### src/rtl/mem_access_ctrl.sv
// MEM-stage data-memory access controller: issues one load/store per MEM instruction on the
// split-handshake data bus (req/addr_ok, data_ok), stalls the pipeline and aligns/extends data.
module mem_access_ctrl #(
  parameter int ADDR_W = 32,
  parameter int DATA_W = 32
) (
  input  logic              clk,
  input  logic              resetn,
  input  logic              mem_en,
  input  logic [2:0]        l_s_typeM,
  input  logic [ADDR_W-1:0] addrM,
  input  logic [DATA_W-1:0] wdataM,
  input  logic              flushM,
  input  logic              ext_stall,
  output logic              data_req,
  output logic              data_wr,
  output logic [1:0]        data_size,
  output logic [ADDR_W-1:0] data_addr,
  output logic [3:0]        data_wen,
  output logic [DATA_W-1:0] data_wdata,
  input  logic              data_addr_ok,
  input  logic              data_data_ok,
  input  logic [DATA_W-1:0] data_rdata,
  output logic [DATA_W-1:0] rdataM,
  output logic              stall_mem,
  output logic              addr_err_load,
  output logic              addr_err_store,
  output logic [ADDR_W-1:0] bad_vaddrM
);

  // Access-type encodings, identical to defines2.vh.
  localparam logic [2:0] LB_TYPE  = 3'd0;
  localparam logic [2:0] LBU_TYPE = 3'd1;
  localparam logic [2:0] LH_TYPE  = 3'd2;
  localparam logic [2:0] LHU_TYPE = 3'd3;
  localparam logic [2:0] LW_TYPE  = 3'd4;
  localparam logic [2:0] SB_TYPE  = 3'd5;
  localparam logic [2:0] SH_TYPE  = 3'd6;
  localparam logic [2:0] SW_TYPE  = 3'd7;

  localparam logic [2:0] S_IDLE  = 3'd0;
  localparam logic [2:0] S_REQ   = 3'd1;
  localparam logic [2:0] S_WAIT  = 3'd2;
  localparam logic [2:0] S_DONE  = 3'd3;
  localparam logic [2:0] S_DRAIN = 3'd4;

  logic [2:0]        state_q, state_d;
  logic [2:0]        type_q;
  logic [ADDR_W-1:0] addr_q;
  logic [DATA_W-1:0] wdata_q;
  logic [DATA_W-1:0] hold_q;

  logic              misaligned;
  logic              is_store;
  logic              err_any;
  logic              legal;
  logic              capture;
  logic              latch;

  logic [2:0]        cur_type;
  logic [ADDR_W-1:0] cur_addr;
  logic [DATA_W-1:0] cur_wdata;

  logic [7:0]        rd_byte;
  logic [15:0]       rd_half;
  logic [3:0]        byte_wen, half_wen;
  logic [DATA_W-1:0] byte_wdata, half_wdata;

  logic              bus_wr;
  logic [1:0]        bus_size;
  logic [3:0]        bus_wen;
  logic [DATA_W-1:0] bus_wdata;
  logic [DATA_W-1:0] load_ext;

  // Alignment is judged on the live MEM inputs, independent of the FSM.
  always_comb begin
    // NOTE: every always_comb output gets a default first so no path can infer a latch.
    misaligned = 1'b0;
    case (l_s_typeM)
      LH_TYPE, LHU_TYPE, SH_TYPE: misaligned = addrM[0];
      LW_TYPE, SW_TYPE:           misaligned = |addrM[1:0];
      default:                    misaligned = 1'b0;
    endcase
  end

  assign is_store       = (l_s_typeM == SB_TYPE) || (l_s_typeM == SH_TYPE) ||
                          (l_s_typeM == SW_TYPE);
  assign err_any        = resetn & mem_en & misaligned;
  assign addr_err_load  = err_any & ~is_store;
  assign addr_err_store = err_any & is_store;
  assign bad_vaddrM     = err_any ? addrM : '0;
  assign legal          = mem_en & ~misaligned & ~flushM;

  // Once issued, the bus sees only the captured request fields.
  assign cur_type  = (state_q == S_IDLE) ? l_s_typeM : type_q;
  assign cur_addr  = (state_q == S_IDLE) ? addrM     : addr_q;
  assign cur_wdata = (state_q == S_IDLE) ? wdataM    : wdata_q;

  // Byte lanes are big-endian within the word: offset 00 is bits 31:24.
  always_comb begin
    rd_byte    = data_rdata[7:0];
    byte_wen   = 4'b0001;
    byte_wdata = {24'h0, cur_wdata[7:0]};
    case (cur_addr[1:0])
      2'b00: begin
        rd_byte    = data_rdata[31:24];
        byte_wen   = 4'b1000;
        byte_wdata = {cur_wdata[7:0], 24'h0};
      end
      2'b01: begin
        rd_byte    = data_rdata[23:16];
        byte_wen   = 4'b0100;
        byte_wdata = {8'h0, cur_wdata[7:0], 16'h0};
      end
      2'b10: begin
        rd_byte    = data_rdata[15:8];
        byte_wen   = 4'b0010;
        byte_wdata = {16'h0, cur_wdata[7:0], 8'h0};
      end
      default: begin
        rd_byte    = data_rdata[7:0];
        byte_wen   = 4'b0001;
        byte_wdata = {24'h0, cur_wdata[7:0]};
      end
    endcase
  end

  always_comb begin
    if (cur_addr[1]) begin
      rd_half    = data_rdata[15:0];
      half_wen   = 4'b0011;
      half_wdata = {16'h0, cur_wdata[15:0]};
    end else begin
      rd_half    = data_rdata[31:16];
      half_wen   = 4'b1100;
      half_wdata = {cur_wdata[15:0], 16'h0};
    end
  end

  always_comb begin
    bus_wr    = 1'b0;
    bus_size  = 2'd2;
    bus_wen   = 4'b0000;
    bus_wdata = '0;
    load_ext  = data_rdata;
    case (cur_type)
      LB_TYPE: begin
        bus_size = 2'd0;
        load_ext = {{24{rd_byte[7]}}, rd_byte};
      end
      LBU_TYPE: begin
        bus_size = 2'd0;
        load_ext = {24'h0, rd_byte};
      end
      LH_TYPE: begin
        bus_size = 2'd1;
        load_ext = {{16{rd_half[15]}}, rd_half};
      end
      LHU_TYPE: begin
        bus_size = 2'd1;
        load_ext = {16'h0, rd_half};
      end
      LW_TYPE: begin
        bus_size = 2'd2;
        load_ext = data_rdata;
      end
      SB_TYPE: begin
        bus_wr    = 1'b1;
        bus_size  = 2'd0;
        bus_wen   = byte_wen;
        bus_wdata = byte_wdata;
      end
      SH_TYPE: begin
        bus_wr    = 1'b1;
        bus_size  = 2'd1;
        bus_wen   = half_wen;
        bus_wdata = half_wdata;
      end
      default: begin
        bus_wr    = 1'b1;
        bus_size  = 2'd2;
        bus_wen   = 4'b1111;
        bus_wdata = cur_wdata;
      end
    endcase
  end

  // Outputs are forced low while reset is asserted, even with live inputs present.
  assign data_req   = resetn & (((state_q == S_IDLE) & legal) |
                                ((state_q == S_REQ) & ~flushM));
  assign stall_mem  = resetn & (((state_q == S_IDLE) & legal) |
                                (state_q == S_REQ) | (state_q == S_WAIT) |
                                (state_q == S_DRAIN));
  assign data_wr    = resetn & bus_wr;
  assign data_size  = resetn ? bus_size  : 2'd0;
  assign data_addr  = resetn ? cur_addr  : '0;
  assign data_wen   = resetn ? bus_wen   : 4'b0000;
  assign data_wdata = resetn ? bus_wdata : '0;
  assign rdataM     = hold_q;

  always_comb begin
    state_d = state_q;
    capture = 1'b0;
    latch   = 1'b0;
    case (state_q)
      S_IDLE: begin
        if (legal) begin
          capture = 1'b1;
          if (data_addr_ok) begin
            latch   = data_data_ok;
            state_d = data_data_ok ? S_DONE : S_WAIT;
          end else begin
            state_d = S_REQ;
          end
        end
      end
      S_REQ: begin
        if (flushM) begin
          state_d = S_IDLE;
        end else if (data_addr_ok) begin
          latch   = data_data_ok;
          state_d = data_data_ok ? S_DONE : S_WAIT;
        end
      end
      S_WAIT: begin
        if (data_data_ok) begin
          latch   = 1'b1;
          state_d = S_DONE;
        end else if (flushM) begin
          state_d = S_DRAIN;
        end
      end
      S_DONE:  if (!ext_stall)   state_d = S_IDLE;
      S_DRAIN: if (data_data_ok) state_d = S_IDLE;
      default: state_d = S_IDLE;
    endcase
  end

  always_ff @(posedge clk or negedge resetn) begin
    if (!resetn) begin
      state_q <= S_IDLE;
      type_q  <= 3'd0;
      addr_q  <= '0;
      wdata_q <= '0;
      hold_q  <= '0;
    end else begin
      // NOTE: sequential state uses non-blocking assignments so every register samples pre-edge values.
      state_q <= state_d;
      if (capture) begin
        type_q  <= l_s_typeM;
        addr_q  <= addrM;
        wdata_q <= wdataM;
      end
      // Only loads carry a result; a store completion leaves the hold register alone.
      if (latch && !bus_wr) hold_q <= load_ext;
    end
  end

endmodule
### config.mk
export PLATFORM = sky130hd
export DESIGN_NAME = mem_access_ctrl
export DESIGN_NICKNAME = d
export VERILOG_FILES = /design/src/rtl/mem_access_ctrl.sv
export SDC_FILE = /design/constraint.sdc
export NUM_CORES = 1
export LEC_CHECK = 0
export ABC_AREA = 0
export CORE_MARGIN = 2
export CORE_UTILIZATION = 49
export CTS_CLUSTER_SIZE = 8
export DETAILED_ROUTE_END_ITERATION = 16
export GPL_ROUTABILITY_DRIVEN = 1
export GPL_TIMING_DRIVEN = 0
export HOLD_SLACK_MARGIN = 0.08
export PLACE_DENSITY = 0.88
export SLEW_MARGIN = 30
export SYNTH_ARGS = -nofsm -noshare
export SYNTH_HDL_FRONTEND = slang
export SYNTH_SLANG_ARGS = --single-unit
### constraint.sdc
create_clock -name clk -period 5.7 [get_ports clk]
set_clock_uncertainty 0.15 [all_clocks]
set_input_delay 1.14 -clock clk [delete_from_list [all_inputs] [get_ports clk]]
set_output_delay 1.14 -clock clk [all_outputs]
set_load 0.1 [all_outputs]
* Word-level counts from Yosys, hierarchy flattened
Index checks and enable logic that the tools add are counted.
** Storage, ports and cells
- Register bits :: 102
- Logic and storage cells :: 96
** Operators by class
- Equal/unequal tests :: 23
- Muxes and demuxes :: 37
- Bitwise logic cells :: 18
- Reduce and logical (&&, ||, !) cells :: 13
** Operators with widths (number)
- 32-bit two-way mux :: 6
- 32-bit case mux with 3 select lines :: 2
- 32-bit case mux with 4 select lines :: 1
- 3-bit equality test, second input constant :: 8
- 3-bit two-way mux :: 8
- 4-bit case mux with 3 select lines :: 2
- 8-bit case mux with 3 select lines :: 1
- 3-bit by 2-bit equality test with 1-bit output, second input constant :: 6
- 16-bit two-way mux :: 1
- 3-bit case mux with 5 select lines :: 1
- 1-bit bitwise AND :: 11
- 3-bit OR reduction :: 3
- 1-bit two-way mux :: 8
- 4-bit two-way mux :: 2
- 3-bit by 1-bit equality test with 1-bit output, second input constant :: 2
- 3-bit zero test :: 2
- 2-bit inequality test, second input constant :: 3
- 3-bit inequality test, second input constant :: 2
- 5-bit AND reduction :: 1
- 5-bit OR reduction :: 1
- 2-bit two-way mux :: 2
- 1-bit OR :: 4
- 2-bit case mux with 2 select lines :: 1
- 2-bit OR reduction :: 2
- 8 further kinds :: 11

* Depth between registers and ports, before layout
- Word-level depth :: 11
- Depth in mapped cells :: 11
- Depth with buffers taken out :: 6

* Worst setup path before layout
Ideal clock, no wire load.
- Kind :: input-to-output
- From :: input port addrM[1]
- To :: output port addr_err_load
- Arrival :: 4.229 ns
- Required time :: 4.410 ns
- Slack :: 0.181 ns
- Stages :: 6
- Path buffers :: 1
- Path through :: clkbuf_1 > inv_1 > nor2_1 > o311ai_0 > a21oi_1 > a21boi_0
** On the way
- Word-level cells in the longest chain between the ends :: 4
** Ends and longest elaborated chain
- start, declared :: RTL line 11 : input logic [ADDR_W-1:0] addrM,
- 2-bit OR reduction :: RTL line 81 : LW_TYPE, SW_TYPE: misaligned = |addrM[1:0];
- 1-bit case mux with 2 select lines :: RTL line 79 : case (l_s_typeM)
- 1-bit bitwise AND :: RTL line 88 : assign err_any = resetn & mem_en & misaligned;
- 1-bit bitwise AND :: RTL line 89 : assign addr_err_load = err_any & ~is_store;
- end, declared :: RTL line 26 : output logic addr_err_load,
Every way passes these cells.

* Worst setup path after layout
- From :: input port l_s_typeM[0]
- To :: output port data_wdata[0]
** On the way
- Word-level cells in the longest chain between the ends :: 5
** Ends and longest elaborated chain
- start, declared :: RTL line 10 : input logic [2:0] l_s_typeM,
- 3-bit two-way mux * :: RTL line 95 : assign cur_type = (state_q == S_IDLE) ? l_s_typeM : type_q;
- 3-bit by 2-bit equality test with 1-bit output, or another cell as far along :: RTL line 146 : case (cur_type)
- 5-bit OR reduction (no source line)
- 32-bit case mux with 3 select lines * :: RTL line 146
- 32-bit two-way mux * :: RTL line 198 : assign data_wdata = resetn ? bus_wdata : '0;
- end, declared :: RTL line 20 : output logic [DATA_W-1:0] data_wdata,
Mark *: on every way between the ends. The rest lies on a longest branch, timed or not.

==> results.tsv <==
metric	value	unit
Routed Antenna Nets	0	
Fin Setup TNS	0	ns
WL/cell	19.8	um
Post-layout nets	1090	
wire length on met3	1.80	mm
Placement Setup Slack	-0.105	ns
vias in the first global route	6624	
first-pass GRT wire length	35.1	mm
Post-synth EDFFs	0	
most frequent cells in the layout	clkdlybuf4s50_1 (162), nand2_1 (143), dfrtp_1 (102)	
Post-CTS Setup Repair Bufs	0	
Clk pin slew, worst setup/hold paths	0.06	ns
critical path's top delay family	buffers and inverters	
GRT overflow	0	
outcome	completed	
Starting Density	50.7	%
Worst Path Max Fanout	10	
vias per inst	5.81	
Slew Limit Fails	0	
Seq cells post-synth	102	
DR vias	6752	
gpl congestion	0.953	
Final Critical Period	5.64	ns
worst path arrival time	4.35	ns
HP Class	flop to flop	
io pins	245	
Warnings, synthesis	0	
Highest Signal Layer	met4	
Final Hold Viols	0	
final worst slack	0.0553	ns
CP Class	primary input to output port	
Die Y	119	um
Longest Clk Path Bufs	2	
crit path capture type	output port	
CP Cell Sequence	clkdlybuf4s50_1 > mux2i_2 > a211o_1 > buf_2 > o41ai_1 > nand2_1 > a21oi_1 > clkdlybuf4s50_1	
DRC Markers	0	
Worst path slowest cell	clkdlybuf4s50_1	
CTS tree	built	
gr usage total	31.6	%
Met2 Wirelength	11.1	mm
CP most frequent cell	clkdlybuf4s50_1	
Port Buf Inserts	240	
row count	41	
Final setup violation count	0	
Met1 Wirelength	9.24	mm
unique cell type count in the Yosys netlist	56	
layout cells sized above 1	14.0	%
area added between synthesis and finish	46.1	%
DP Wirelength	16.9	mm
crit share post-route	99.0	%
Slew Limit Headroom	30.5	%
CTS Sinks	102	
# fillers	963	
Clk Latency, worst-skew pair	0.35	ns
cts hold-fix bufs	0	
most common flop cell mapped by yosys	dfrtp_1	
CP Data Required Time	4.41	ns
MaxCap Viol Count	0	
Async SR Flop Fraction	100	%
root buf cell	clkbuf_16	
H-tree depth	3	
TritonCTS buffer count	9	
Core Region	12700	sq um
CP peak stage delay	1.18	ns
Worst-Margin Slew	1.04	ns
drt initial violations	547	
WHS	0.340	ns
worst path bufs/invs	3	
DRT Pass-1 Iters	5	
largest net degree at the start of global routing	64	
Die Width	119	um
Max Fclk	0.177	GHz
Routed WL	23.0	mm
Avg Inst Size Synth	8.81	sq um
fin util	74.0	%
cell count after synthesis	732	
Die Area	14100	sq um
syn_nets	838	
sequential-to-total area share from yosys stat	39.6	%
most common cell after layout, fill and taps aside	clkdlybuf4s50_1	
Post-Syn Area	6450	sq um
nature of the critical path startpoint	primary input	
initial antenna violation count	1	
==> sequential cells by signal, indices dropped and copies added, names as in the netlist <==
register,count
type_q,3
wdata_q,32
addr_q,32
rdataM,32
state_q,3
==> cell usage after synthesis (all sizes together) (2+ instances only) <==
cell type  instances  area, sq um
a21o               8         60.1
a211oi             2         15.0
a22o              12          105
and3               2         12.5
nand2            143          537
mux2i             38          409
or2                2         12.5
nor3               5         35.0
dfrtp            102         2550
mux2              73          826
o211ai             6         45.0
or3                4         25.0
o221a              2         22.5
a31oi              4         25.0
a21oi             72          364
o41ai              2         17.5
nand2b             4         25.0
o22ai              9         56.3
mux4               2         45.0
o22a               8         70.1
o21ai             17         85.1
inv                6         22.5
and2              33          206
nor2              79          297
nand3              6         30.0
clkbuf            29          109
nand3b             2         15.0
buf               27          148
a221oi             3         26.3
a21boi             2         15.0
o21a               9         67.6
o221ai             7         67.6
==> final cells by class <==
| class | instances | area (sq um) | share of cell area (%) |
|---|---|---|---|
| antenna | 1 | 2.50 | 0.0266 |
| buffer | 56 | 256 | 2.72 |
| clock buffer | 12 | 246 | 2.62 |
| clock inverter | 4 | 22.5 | 0.239 |
| inverter | 7 | 26.3 | 0.279 |
| multi-input combinational | 567 | 3620 | 38.4 |
| sequential | 102 | 2550 | 27.1 |
| tap | 172 | 215 | 2.28 |
| timing repair buffer | 241 | 2480 | 26.3 |
==> cells by family after synthesis <==
family,share of synthesized area (%)
and+or+nand+nor,18.9
AOI/OAI and AO/OA,17.3
muxes,19.8
DFF,39.6
buffers and inverters,4.38
==> worst paths after layout <==
path | from | end | slack [ns] | cells after the start
max | l_s_typeM[0] | data_wdata[0] | 0.06 | 8
min | rdataM[7] | rdataM[7] | 0.34 | 2
max reg2reg | state_q[1] | wdata_q[10] | 2.83 | 8
min reg2reg | rdataM[7] | rdataM[7] | 0.34 | 2
max in group asynchronous | resetn | wdata_q[6] | 4.12 | 2
min in group asynchronous | resetn | rdataM[25] | 0.63 | 1
==> layer usage <==
layer,vias to the layer above,global-route usage (%)
met1,3251,41.4
met2,371,51.3
met5,-,0
met4,0,14.1
li1,3065,-
met3,65,5.26
==> timing repair <==
action / CTS / global route
endpoints found under the setup margin: 22 / 63
resized for setup: 22 / 73
endpoints found under the hold margin: 0 / 0
==> per-stage QoR <==
step | cell area (sq um) | instances
global placement | 9070 | 1144
global route | 9420 | 1162
finish | 9420 | 1162
detailed placement | 9080 | 1145
floorplan | 6450 | 732
CTS | 9320 | 1161
==> tightest hold or removal path, stage by stage, from the launching register on <==
cell,delay (ns)
dfrtp_1,0.35
nand2_1,0.05
o21ai_0,0.06
Power is left out: the tool's default activity adds up to more than one toggle a clock period on the data nets, which glitch-free logic cannot reach.
